--- src/rtl/onehot_rr_arbiter.sv ---
// Parametrised N-way arbiter: registered one-hot grant plus binary index,
// round-robin or fixed-priority (highest index wins), valid/ready to the consumer.
module onehot_rr_arbiter #(
  parameter int N_REQ   = 4,
  parameter int SEL_W   = (N_REQ > 1) ? $clog2(N_REQ) : 1,
  parameter int RR_MODE = 1
) (
  input  logic             clk,
  input  logic             rst,
  input  logic [N_REQ-1:0] req,
  output logic [N_REQ-1:0] grant,
  output logic [SEL_W-1:0] grant_idx,
  output logic             grant_valid,
  input  logic             grant_ready
);

  typedef enum logic {IDLE, BUSY} state_t;

  state_t           state, state_nxt;
  logic [SEL_W-1:0] rr_ptr, rr_ptr_nxt;
  logic [SEL_W-1:0] search_base;
  logic [SEL_W-1:0] win_idx;
  logic [N_REQ-1:0] win_onehot;
  logic [N_REQ-1:0] req_rot;
  logic             accept;
  logic             any_req;
  logic             load;
  int               offset;
  int               cand;

  // On accept the search starts just past the winner being retired, so the
  // reload in the same cycle already sees the advanced pointer.
  always_comb begin
    accept      = (state == BUSY) && grant_ready;
    any_req     = |req;
    search_base = rr_ptr;
    if (accept) begin
      search_base = (grant_idx == SEL_W'(N_REQ - 1)) ? '0 : grant_idx + 1'b1;
    end

    req_rot = N_REQ'({req, req} >> search_base);
    offset  = 0;
    cand    = 0;
    win_idx = '0;
    if (RR_MODE != 0) begin
      for (int j = N_REQ - 1; j >= 0; j--) begin
        if (req_rot[j]) offset = j;
      end
      cand = int'(search_base) + offset;
      if (cand >= N_REQ) cand = cand - N_REQ;
      win_idx = SEL_W'(cand);
    end else begin
      for (int i = 0; i < N_REQ; i++) begin
        if (req[i]) win_idx = SEL_W'(i);
      end
    end

    for (int i = 0; i < N_REQ; i++) begin
      win_onehot[i] = (win_idx == SEL_W'(i));
    end
  end

  always_comb begin
    state_nxt  = state;
    rr_ptr_nxt = rr_ptr;
    load       = 1'b0;
    case (state)
      IDLE: begin
        if (any_req) begin
          load      = 1'b1;
          state_nxt = BUSY;
        end
      end
      BUSY: begin
        if (grant_ready) begin
          if (RR_MODE != 0) rr_ptr_nxt = search_base;
          if (any_req) load = 1'b1;
          else         state_nxt = IDLE;
        end
      end
      default: state_nxt = IDLE;
    endcase
  end

  always_ff @(posedge clk) begin
    if (rst) begin
      state       <= IDLE;
      rr_ptr      <= '0;
      grant       <= '0;
      grant_idx   <= '0;
      grant_valid <= 1'b0;
    end else begin
      state  <= state_nxt;
      rr_ptr <= rr_ptr_nxt;
      if (load) begin
        grant       <= win_onehot;
        grant_idx   <= win_idx;
        grant_valid <= 1'b1;
      end else if (accept) begin
        grant       <= '0;
        grant_idx   <= '0;
        grant_valid <= 1'b0;
      end
    end
  end

endmodule

--- config.mk ---
export PLATFORM = sky130hd
export DESIGN_NAME = onehot_rr_arbiter
export DESIGN_NICKNAME = d
export VERILOG_FILES = /design/src/rtl/onehot_rr_arbiter.sv
export SDC_FILE = /design/constraint.sdc
export NUM_CORES = 1
export LEC_CHECK = 0
export BUFFER_PORTS_ARGS = -buffer_cell sky130_fd_sc_hd__buf_2
export CAP_MARGIN = 20
export CORE_MARGIN = 1.5
export CORE_UTILIZATION = 29
export CTS_BUF_LIST = sky130_fd_sc_hd__clkbuf_4 sky130_fd_sc_hd__clkbuf_8
export DETAILED_ROUTE_END_ITERATION = 6
export PLACE_DENSITY = 0.49
export SETUP_SLACK_MARGIN = 0.3
export SYNTH_ARGS = -nofsm -noshare
export SYNTH_HDL_FRONTEND = slang
export SYNTH_SLANG_ARGS = --single-unit
export TNS_END_PERCENT = 5
--- constraint.sdc ---
create_clock -name clk -period 2.2 [get_ports clk]
set_input_delay 0.11 -clock clk [delete_from_list [all_inputs] [get_ports clk]]
set_output_delay 0.11 -clock clk [all_outputs]
set_load 0.03 [all_outputs]
**Word level (Yosys, flattened, before mapping)**

Index checks and enable logic that the tools add are counted.

- Flip-flop bits (word level): 10
- Logic and storage cells: 38

- Add/sub/neg operators: 3
- Order comparisons: 1
- Equality and inequality tests: 4
- Shift-type cells: 1
- Multiplexer cells: 18
- Bitwise logic cells: 1
- Reduce and logical (&&, ||, !) cells: 5

Operators by type and width:

| operator | count |
|---|---|
| two-way mux 32 bit | 3 |
| adder 3 x 32 -> 32 bit | 1 |
| >= comparator 32 x 4 -> 1 bit (second input constant) | 1 |
| two-way mux 2 bit | 6 |
| two-way mux 4 bit | 2 |
| right shift 8 x 2 -> 4 bit | 1 |
| equality test 2 bit (second input constant) | 3 |
| two-way mux 1 bit | 5 |
| case mux 1 bit (2 select lines) | 2 |
| OR reduction 4 bit | 1 |
| adder 2 x 1 -> 2 bit (second input constant) | 1 |
| equality test 2 x 1 -> 1 bit (second input constant) | 1 |
| zero test 2 bit | 1 |
| AND reduction 2 bit | 1 |
| nonzero test 2 bit | 1 |
| subtractor 2 x 1 -> 2 bit (second input constant) | 1 |
| logical AND 1 bit | 1 |
| NOT 1 bit | 1 |

**Depth between registers and ports, before layout**

Gate-level depths: netlist of the first run.

- Depth in word-level cells: 13
- Gate-level depth with buffers: 11
- Gate-level depth less buffers: 11

**Worst setup path before layout of the first run**

Ideal clock, no wire load.

- Path type: flip-flop to flip-flop
- From: register grant_idx[0]
- To: register grant[3]
- Setup time: 117 ps
- Arrival time: 2336 ps
- Required time: 2083 ps
- Path slack: -253 ps
- Stages on the path, launching flop included: 12
- Buffers on the path: 0
- Cells stage by stage: dfxtp_1 -> ha_1 -> nand3_1 -> nand2_2 -> o21ai_0 -> a21oi_1 -> nor3_1 -> a21oi_1 -> ha_1 -> xnor2_1 -> xnor2_2 -> a32o_1

- Longest elaborated chain between the ends: 13
- Elaborated cells on any way between the ends: 15
- Classes of those cells: add/sub (3); order compare (1); eq/ne (2); shift (1); mux (8)

RTL lines:

| item | RTL line | text |
|---|---|---|
| start: declaration | 12 | `output logic [SEL_W-1:0] grant_idx,` |
| start signal: assignment | 97 | `grant_idx <= win_idx;` |
| adder 2 x 1 -> 2 bit / equality test 2 bit (equally long branches) | 38 | `search_base = (grant_idx == SEL_W'(N_REQ - 1)) ? '0 : grant_idx + 1'b1;` |
| two-way mux 2 bit (*) | 38 |  |
| two-way mux 2 bit (*) | 37 | `if (accept) begin` |
| right shift 8 x 2 -> 4 bit | 41 | `req_rot = N_REQ'({req, req} >> search_base);` |
| two-way mux 2 bit | 47 | `if (req_rot[j]) offset = j;` |
| two-way mux 32 bit (3 in a row) | 47 |  |
| adder 3 x 32 -> 32 bit (*) | 49 | `cand = int'(search_base) + offset;` |
| >= comparator 32 x 4 -> 1 bit / subtractor 2 x 1 -> 2 bit (equally long branches) | 50 | `if (cand >= N_REQ) cand = cand - N_REQ;` |
| two-way mux 2 bit (*) | 50 |  |
| equality test 2 bit (*) | 59 | `win_onehot[i] = (win_idx == SEL_W'(i));` |
| two-way mux 4 bit (*) | 95 | `if (load) begin` |
| end signal: assignment | 96 | `grant <= win_onehot;` |
| end: declaration | 11 | `output logic [N_REQ-1:0] grant,` |

Every way passes the cells marked *; elsewhere a longest branch is shown, timed or not.
A chain may end at the register's enable or synchronous reset.

**Worst setup path in the final report of the first run**

- From: register grant_idx[1]
- To: register grant[3]

The elaborated chain is that of the path after synthesis.

==> results_dict.tcl, run 1 <==
set metrics [dict create \
    status "finished clean" \
    drv_cap 0 \
    layout_common_cells "buf_2 (13), nor2_1 (8), nand2_1 (7), dfxtp_1 (7), a21oi_1 (6)" \
    worst_slack_ns 0.154 \
    p_total_mw 0.648 \
    fp.dieW_um 49.4 \
    grt_max_degree 9 \
    ant_nets 0 \
    peakVddDrop_uv 419 \
    cp.arrival_ns 2.22 \
    drt-total-wl_um 1390 \
    wire_per_inst_um 11.6 \
    crit_chain "ha_4 > and4bb_4 > nor2_4 > nor3_1 > a21oi_1 > ha_2 > xnor2_2 > xnor2_2 > a32o_1" \
    critPathMostFrequentCell "xnor2_2" \
    holdBufCountCts 0 \
    drtIter0Drc 6 \
    critical_path_class "flip-flop to flip-flop" \
    antenna_found_initial 0 \
    p_per_area_nw_per_um2 786 \
    ys_seq_area_share_pct 32.0 \
    drtPass1Iterations 4 \
    portBuffers 13 \
    tightest_slew_ns 0.455 \
    crit_path_end_kind "flip-flop" \
    crit_path_max_incr_delay_ns 0.36 \
    cts_root_buffer "clkbuf_4" \
    fp-row-count 16 \
    vias_per_cell 4.97 \
    synth_area_um2 626 \
    required_ns 2.37 \
    cts_buffer_depth 2 \
    start_util_pct 31.3 \
    slew_viol_final 0 \
    drive_gt1_share_pct 37.0 \
    rsz0062_at_grt "true" \
    fin_skew_ns 0.00775 \
    layout_commonest_cell "buf_2" \
    grt_overflow 0 \
    numCtsBuffers 3 \
    syn_inst 75 \
    fin_crit_sh_pct 93.0 \
    fmax_mhz 489 \
    cts_tree "yes" \
    slew_headroom_pct 69.6 \
    critPathTopFamily "simple AND/OR/NAND/NOR gates" \
    ios 14 \
    hold_path_class "input port to flip-flop" \
    dp_hpwl_um 1090 \
    clk_pin_slew_ns 0.07 \
    worstSetupStartpointType "flip-flop" \
    die_area_um2 2440 \
    synth-seq-cells 10 \
    setup-tns-final_ns 0 \
    critical_path_buf_inv_count 0 \
    slowest_stage "dfxtp_4" \
    vias 592 \
    setup_viol 0 \
    syn2layout_area_growth_pct 31.8 \
    post_synth_num_cell_types 32 \
    grt_pass1_wl_um 2350 \
    worstSkewPairLatency_ns 0.27 \
    die_y_um 49.4 \
    fin_nets 102 \
    dp_slack_ns 0.0798 \
    htree_levels 1 \
    period_needed_ns 2.05 \
    crit_fanout 5 \
    core_um2 2000 \
    gp_congestion 0.786 \
    diodes 0 \
    hold_viol_final 0 \
    syn-num-nets 84 \
    drc 0 \
    holdWs_ns 0.0844 \
    p_leak_nw 0.348 \
    grt.total_usage_pct 12.8 \
    syn-mean-instance-area_um2 8.34 \
    clock_sinks 10 \
    yosys_warnings 0 \
    grt_pass1_vias 547 \
]
[registers in the layout, summed over array words and instances, names as in the netlist]
signal	cells
grant	4
grant_idx	2
rr_ptr	2
grant_valid	1
state	1
[logic make-up (layout without fill, tap and decap cells)]
| kind of cell | Yosys count | count (layout) | share of synthesized area (%) |
|---|---|---|---|
| flops | 10 | 10 | 32.0 |
| fa+ha+maj | 2 | 2 | 4.00 |
| compound gates | 26 | 26 | 28.8 |
| mux | 2 | 2 | 5.20 |
| xor+xnor | 2 | 2 | 4.00 |
| simple gates | 29 | 29 | 23.6 |
| buf+inv | 4 | 21 | 2.40 |
[synth_stat cells]
library cell / count / area [um^2]
dfxtp_1: 10 / 200
nor2_1: 9 / 33.8
nand2_1: 7 / 26.3
a21oi_1: 6 / 30.0
o21ai_0: 5 / 25.0
inv_1: 3 / 11.3
nor2b_1: 3 / 18.8
nor3_1: 3 / 15.0
a22o_1: 2 / 17.5
a32o_1: 2 / 20.0
ha_1: 2 / 25.0
nand3_1: 2 / 10.0
o21ai_1: 2 / 10.0
a21bo_2: 1 / 10.0
a21boi_1: 1 / 7.51
a21oi_2: 1 / 8.76
a32oi_1: 1 / 8.76
a41oi_1: 1 / 8.76
and2_1: 1 / 6.26
and4bb_4: 1 / 16.3
clkbuf_1: 1 / 3.75
mux2i_1: 1 / 10.0
mux4_2: 1 / 22.5
nand2_2: 1 / 6.26
nor3b_1: 1 / 7.51
o2111ai_1: 1 / 8.76
o21a_1: 1 / 7.51
o21ba_1: 1 / 10.0
o31ai_1: 1 / 7.51
or2b_1: 1 / 7.51
xnor2_1: 1 / 8.76
xnor2_2: 1 / 16.3
[area by class of cell]
type | count | area (um^2)
inverter | 3 | 11.3
clock buffer | 4 | 36.3
fill | 218 | 1180
tap | 27 | 33.8
multi-input combinational | 61 | 462
sequential | 10 | 209
timing repair buffer | 14 | 72.6
[metrics by stage]
| step | area (um^2) | util, % | instances |
|---|---|---|---|
| after CTS | 823 | 41.1 | 119 |
| final | 825 | 41.2 | 119 |
| after global placement | 779 | 38.9 | 114 |
| after global routing | 825 | 41.2 | 119 |
| after detailed placement | 779 | 38.9 | 114 |
| after floorplan | 684 | - | 75 |
[layer usage]
layer | up-vias | global-route usage [%] | share of wire, %
met4 | 0 | 1.39 | 0.51
met1 | 264 | 15.3 | 46
li1 | 309 | - | -
met3 | 2 | 5.52 | 6.6
met2 | 17 | 21.8 | 47
met5 | - | 0 | 0
[path summary, 6_finish.rpt]
kind / from / to / slack, ns / cells after the start
setup / recovery: grant_idx[1] / grant[3] / 0.15 / 9
hold / removal: rst / state / 0.08 / 2
setup reg to reg: grant_idx[1] / grant[3] / 0.15 / 9
hold reg to reg: grant[1] / grant[1] / 0.44 / 2
[power by group]
part / switching, mW / internal (mW) / leakage, nW
Sequential: 0.0178 / 0.210 / 0.0839
Clock: 0.0681 / 0.101 / 0.0210
Combinational: 0.147 / 0.105 / 0.243
[repair_timing]
item	4_1_cts	5_1_grt
endpoints found under the setup margin	6	6
pin swaps	3	2
buffers inserted	1	0
gates resized for setup	1	1
Note: power is estimated with default switching activity, not from simulation.
==> inputs of run 2 (changes only) <==
--- a/config.mk
+++ b/config.mk
@@ -5,13 +5,14 @@
 export SDC_FILE = /design/constraint.sdc
 export NUM_CORES = 1
 export LEC_CHECK = 0
+export ABC_AREA = 1
 export BUFFER_PORTS_ARGS = -buffer_cell sky130_fd_sc_hd__buf_2
 export CAP_MARGIN = 20
 export CORE_MARGIN = 1.5
 export CORE_UTILIZATION = 29
 export CTS_BUF_LIST = sky130_fd_sc_hd__clkbuf_4 sky130_fd_sc_hd__clkbuf_8
 export DETAILED_ROUTE_END_ITERATION = 6
-export PLACE_DENSITY = 0.49
+export PLACE_DENSITY = 0.48
 export SETUP_SLACK_MARGIN = 0.3
 export SYNTH_ARGS = -nofsm -noshare
 export SYNTH_HDL_FRONTEND = slang
==> run 2 against run 1 <==
  * First-iteration DRC count up 50%
  * Synthesized cell count up 49%
  * Cell count up 39%
  * Count of clock-buffer cells in the layout down 1
  * Cell area up 24%
  * Largest power group unchanged
  * Sequential cell count unchanged
  * Largest cell class unchanged
  * Routed wire length up 21%
==> results_dict.tcl, run 2 <==
set metrics [dict create \
    ios 14 \
    worstSetupStartpointType "flip-flop" \
    drtIter0Drc 9 \
    tightest_slew_ns 0.485 \
    syn-num-nets 121 \
    status "finished clean" \
    core_um2 2480 \
    slowest_stage "dfxtp_4" \
    dp_slack_ns -0.0360 \
    gp_congestion 0.749 \
    crit_path_max_incr_delay_ns 0.35 \
    drv_cap 0 \
    period_needed_ns 2.13 \
    wire_per_inst_um 10.1 \
    syn2layout_area_growth_pct 34.4 \
    largest_reg_flops 4 \
    vias_per_cell 4.57 \
    die_area_um2 2940 \
    dp_cells 159 \
    worstSkewPairLatency_ns 0.26 \
    syn_inst 112 \
    synth_top_area_share_pct 26.3 \
    crit_chain "ha_4 > o21ai_4 > inv_4 > nand3_2 > nand2_2 > nand2_2 > nand2_2 > nand2_2 > inv_2 > ha_4 > xor2_2 > inv_1 > nand2_2 > nand3_2 > nor2_2 > nor2_1 > nor2_1" \
    drtPass1Iterations 4 \
    hold_viol_final 0 \
    fp.dieW_um 54.2 \
    grt.total_usage_pct 13.2 \
    rsz0062_at_grt "true" \
    start_util_pct 30.7 \
    clk_pin_slew_ns 0.06 \
    antenna_found_initial 0 \
    grt_max_degree 11 \
    fin_nets 146 \
    ant_nets 0 \
    grt_pass1_wl_um 2820 \
    clock_sinks 10 \
    synth_flop_cell "dfxtp_1" \
    synth_edf_count 0 \
    crit_path_end_kind "flip-flop" \
    peakVddDrop_uv 430 \
    synth_area_um2 761 \
    hold_path_depth 2 \
    slew_headroom_pct 67.7 \
    cts_buffer_depth 2 \
    portBuffers 13 \
    cts_tree "yes" \
    drt-total-wl_um 1680 \
    critPathTopFamily "simple AND/OR/NAND/NOR gates" \
    layout_common_cells "nand2_1 (27), nand2_2 (13), buf_2 (13)" \
    crit_fanout 7 \
    critical_path_buf_inv_count 3 \
    p_leak_nw 0.524 \
    dp_hpwl_um 1300 \
    cts_root_buffer "clkbuf_4" \
    ys_seq_area_share_pct 26.3 \
    post_synth_num_cell_types 21 \
    diodes 0 \
    grt_overflow 0 \
    vias 758 \
    p_per_area_nw_per_um2 790 \
    fmax_mhz 469 \
    synth_top_cell_by_area "dfxtp_1" \
    htree_levels 1 \
    reg_top3 "grant (4), grant_idx (2), rr_ptr (2)" \
    holdBufCountCts 0 \
    hold_path_class "input port to flip-flop" \
    setup_viol 0 \
    drc 0 \
    die_y_um 54.2 \
    largest-register "grant" \
    instances_no_fill 166 \
    slew_viol_final 0 \
    synth_common_cells "nand2_1 (30), inv_1 (13), nand3_1 (12)" \
    worst_slack_ns 0.0682 \
    synth_area_leaders "dfxtp_1 (26%), nand2_1 (15%), nand2_2 (8.2%), nand3_1 (7.9%), nand3_2 (6.6%)" \
    synth-seq-cells 10 \
    critPathMostFrequentCell "nand2_2" \
    cp.arrival_ns 2.34 \
    yosys_warnings 0 \
    drive_gt1_share_pct 49.3 \
    numCtsBuffers 3 \
    fin_crit_sh_pct 96.9 \
    synth_most_common_cell "nand2_1" \
    syn-mean-instance-area_um2 6.79 \
    critical_path_class "flip-flop to flip-flop" \
    synthArstFlopShare_pct 0 \
    fp-row-count 18 \
    r2r_cells 17 \
    path_depth 17 \
    required_ns 2.41 \
    grt_pass1_vias 685 \
    layout_commonest_cell "nand2_1" \
    fin_skew_ns 0.00298 \
]
==> run 2: layer usage <==
layer,track usage (%),up-vias,routed length [um]
met5,0,-,0
met4,6.25,0,29
met3,0.820,5,25
met2,21.1,7,805
met1,18.0,342,819
li1,-,404,-
==> run 2: final timing paths <==
kind | to | startpoint | slack [ns]
setup / recovery | grant[0] | grant_idx[1] | 0.07
hold / removal | grant_idx[1] | rst | 0.13
setup reg to reg | grant[0] | grant_idx[1] | 0.07
hold reg to reg | grant[3] | grant[3] | 0.47
==> run 2: what timing repair did <==
action	in CTS	in global routing
pin swaps	7	1
cloned	0	0
endpoints found under the setup margin	6	6
setup buffers	3	0
resized for setup	3	3
==> run 2: area by class of cell <==
cell class,count,area (um^2)
sequential,10,208
clock inverter,1,3.75
inverter,16,65.1
multi-input combinational,85,561
timing repair buffer,21,125
tap,30,37.5
fill,270,1460
clock buffer,3,22.5
==> run 2: per-stage QoR <==
| stage | total power, mW | area [um^2] | util (%) | setup TNS, ns | hold WS, ns |
|---|---|---|---|---|---|
| floorplan | 0.549 | 813 | - | 0 | 0.357 |
| global placement | 0.647 | 950 | 38.3 | -0.00942 | 0.422 |
| detailed placement | 0.647 | 950 | 38.3 | -0.0895 | 0.420 |
| CTS | 0.805 | 1010 | 40.8 | 0 | 0.134 |
| global route | 0.870 | 1020 | 41.3 | -0.439 | 0.162 |
| finish | 0.808 | 1020 | 41.3 | 0 | 0.131 |
==> run 2: kinds of logic after synthesis <==
family                   share of synthesized area (%)
flip-flops                                        26.3
adder cells (fa/ha/maj)                           3.29
buffers and inverters                             9.05
AND/OR/NAND/NOR                                   51.5
AO/OA/AOI/OAI                                     8.72
XOR/XNOR                                          1.15
==> run 2: power breakdown <==
part / switching (mW) / total (mW) / internal (mW)
Sequential: 0.0199 / 0.232 / 0.212
Clock: 0.0618 / 0.127 / 0.0655
Combinational: 0.268 / 0.448 / 0.180
==> inputs of run 3 (changes only) <==
--- a/config.mk
+++ b/config.mk
@@ -9,10 +9,10 @@
 export BUFFER_PORTS_ARGS = -buffer_cell sky130_fd_sc_hd__buf_2
 export CAP_MARGIN = 20
 export CORE_MARGIN = 1.5
-export CORE_UTILIZATION = 29
+export CORE_UTILIZATION = 26
 export CTS_BUF_LIST = sky130_fd_sc_hd__clkbuf_4 sky130_fd_sc_hd__clkbuf_8
 export DETAILED_ROUTE_END_ITERATION = 6
-export PLACE_DENSITY = 0.48
+export PLACE_DENSITY = 0.44
 export SETUP_SLACK_MARGIN = 0.3
 export SYNTH_ARGS = -nofsm -noshare
 export SYNTH_HDL_FRONTEND = slang
==> run 3 against run 2 <==
  * Sequential power about the same
  * Clock skew grew 0.0029 ns
  * Largest cell class unchanged
  * Critical path type unchanged
  * Via count rose by 4.1%
  * Largest power group unchanged
  * Cell area grew 4.7%
  * Sequential cell count unchanged
==> results_dict.tcl, run 3 (synthesized netlist as in run 2, its figures left out) <==
set metrics [dict create \
    status "finished clean" \
    instances_no_fill 174 \
    final_util_pct 38.8 \
    critPathMostFrequentCell "nand2_2" \
    rsz0062_at_grt "true" \
    fin_nets 153 \
    largest_reg_flops 4 \
    vias 789 \
    antenna_found_initial 0 \
    worst_slack_ns 0.0815 \
    die_y_um 57.1 \
    combPwrFrac_pct 57.7 \
    critical_path_buf_inv_count 3 \
    critical_path_class "flip-flop to flip-flop" \
    holdBufCountCts 0 \
    layout_commonest_cell "nand2_1" \
    clock_sinks 10 \
    fin_crit_sh_pct 96.3 \
    drt-total-wl_um 1810 \
    switching_power_mw 0.360 \
    holdWs_ns 0.138 \
    period_needed_ns 2.12 \
    cp.arrival_ns 2.33 \
    dp_hpwl_um 1390 \
    portBuffers 13 \
    wire_per_inst_um 10.4 \
    crit_path_max_incr_delay_ns 0.35 \
    peakVddDrop_uv 359 \
    worstSkewPairLatency_ns 0.27 \
    p_leak_nw 0.558 \
    ios 14 \
    setup_viol 0 \
    hold_viol_final 0 \
    syn2layout_area_growth_pct 40.6 \
    largest-register "grant" \
    drive_gt1_share_pct 50.3 \
    die_area_um2 3260 \
    grt_overflow 0 \
    hold_path_class "input port to flip-flop" \
    dpl_cell_area_um2 981 \
    numCtsBuffers 3 \
    reg_top3 "grant (4), grant_idx (2), rr_ptr (2)" \
    dp_slack_ns -0.0218 \
    diodes 0 \
    required_ns 2.41 \
    layout_common_cells "nand2_1 (28), buf_4 (15), buf_2 (13)" \
    crit_chain "ha_4 > o21ai_4 > inv_4 > nand3_2 > nand2_2 > nand2_2 > nand2_2 > nand2_2 > inv_2 > ha_4 > xor2_2 > inv_1 > nand2_2 > nand3_2 > nor2_2 > nor2_1 > nor2_1" \
    core_um2 2760 \
    dp_cells 164 \
    cts_root_buffer "clkbuf_4" \
    grt_pass1_wl_um 3080 \
    drv_cap 0 \
    vias_per_cell 4.53 \
    fin_skew_ns 0.00592 \
    critPathTopFamily "simple AND/OR/NAND/NOR gates" \
    pwr-share-clk_pct 15.4 \
    fp.dieW_um 57.1 \
    worstSetupStartpointType "flip-flop" \
    p_sw_share_pct 42.4 \
    cts_tree "yes" \
    slew_headroom_pct 68.5 \
    fmax_mhz 472 \
    cell_internal_pwr_mw 0.490 \
    grt_max_degree 11 \
    drc 0 \
    cts_buffer_depth 2 \
    crit_fanout 7 \
    htree_levels 1 \
    p_per_area_nw_per_um2 794 \
    crit_path_end_kind "flip-flop" \
    clk_pin_slew_ns 0.07 \
    gp_congestion 0.744 \
    fp-row-count 19 \
    slowest_stage "dfxtp_4" \
    drtPass1Iterations 4 \
    drtIter0Drc 16 \
    grt.total_usage_pct 12.1 \
    start_util_pct 27.6 \
    setup-tns-final_ns 0 \
    slew_viol_final 0 \
    ant_nets 0 \
    p_total_mw 0.849 \
    final_area_um2 1070 \
    grt_pass1_vias 727 \
    fillers 295 \
    tightest_slew_ns 0.473 \
    p_seq_share_pct 26.9 \
]
==> run 3: changes by cell type in the layout (fill, tap and decap cells not counted), sizes merged <==
cell  delta
buf      +7
==> run 3: power groups by stage <==
| stage | clock, mW | combinational, mW | sequential, mW |
|---|---|---|---|
| 3_3_place_gp | 0 | 0.436 | 0.236 |
| 4_1_cts | 0.136 | 0.486 | 0.229 |
| 6_report | 0.131 | 0.490 | 0.229 |
| 3_5_place_dp | 0 | 0.435 | 0.238 |
| 2_1_floorplan | 0 | 0.267 | 0.282 |
| 5_1_grt | 0.147 | 0.541 | 0.231 |
==> run 3: routing by layer <==
metal / vias to the layer above / GRT usage, % / routed length [um]
li1: 418 / - / -
met4: 0 / 6.98 / 48
met2: 12 / 20.0 / 861
met3: 5 / 2.04 / 54
met1: 354 / 14.9 / 847
met5: - / 0 / 0
==> run 3: timing repair <==
action | 4_1_cts | 5_1_grt
buffers inserted | 6 | 0
resized for setup | 2 | 2
setup endpoints to repair | 5 | 6
pin swaps | 14 | 3
==> run 3: cell type report <==
class,count,area [um^2],share of cell area [%]
clock inverter,1,3.75,0.351
sequential,10,208,19.4
inverter,16,65.1,6.08
tap,31,38.8,3.63
multi-input combinational,85,554,51.8
timing repair buffer,28,178,16.6
clock buffer,3,22.5,2.11
==> run 3: worst paths after layout <==
path                     start        to  slack, ns  cells after the start
setup / recovery  grant_idx[0]  grant[0]       0.08                     17
hold / removal             rst  grant[2]       0.14                      2
setup reg to reg  grant_idx[0]  grant[0]       0.08                     17
hold reg to reg       grant[1]  grant[1]       0.46                      2
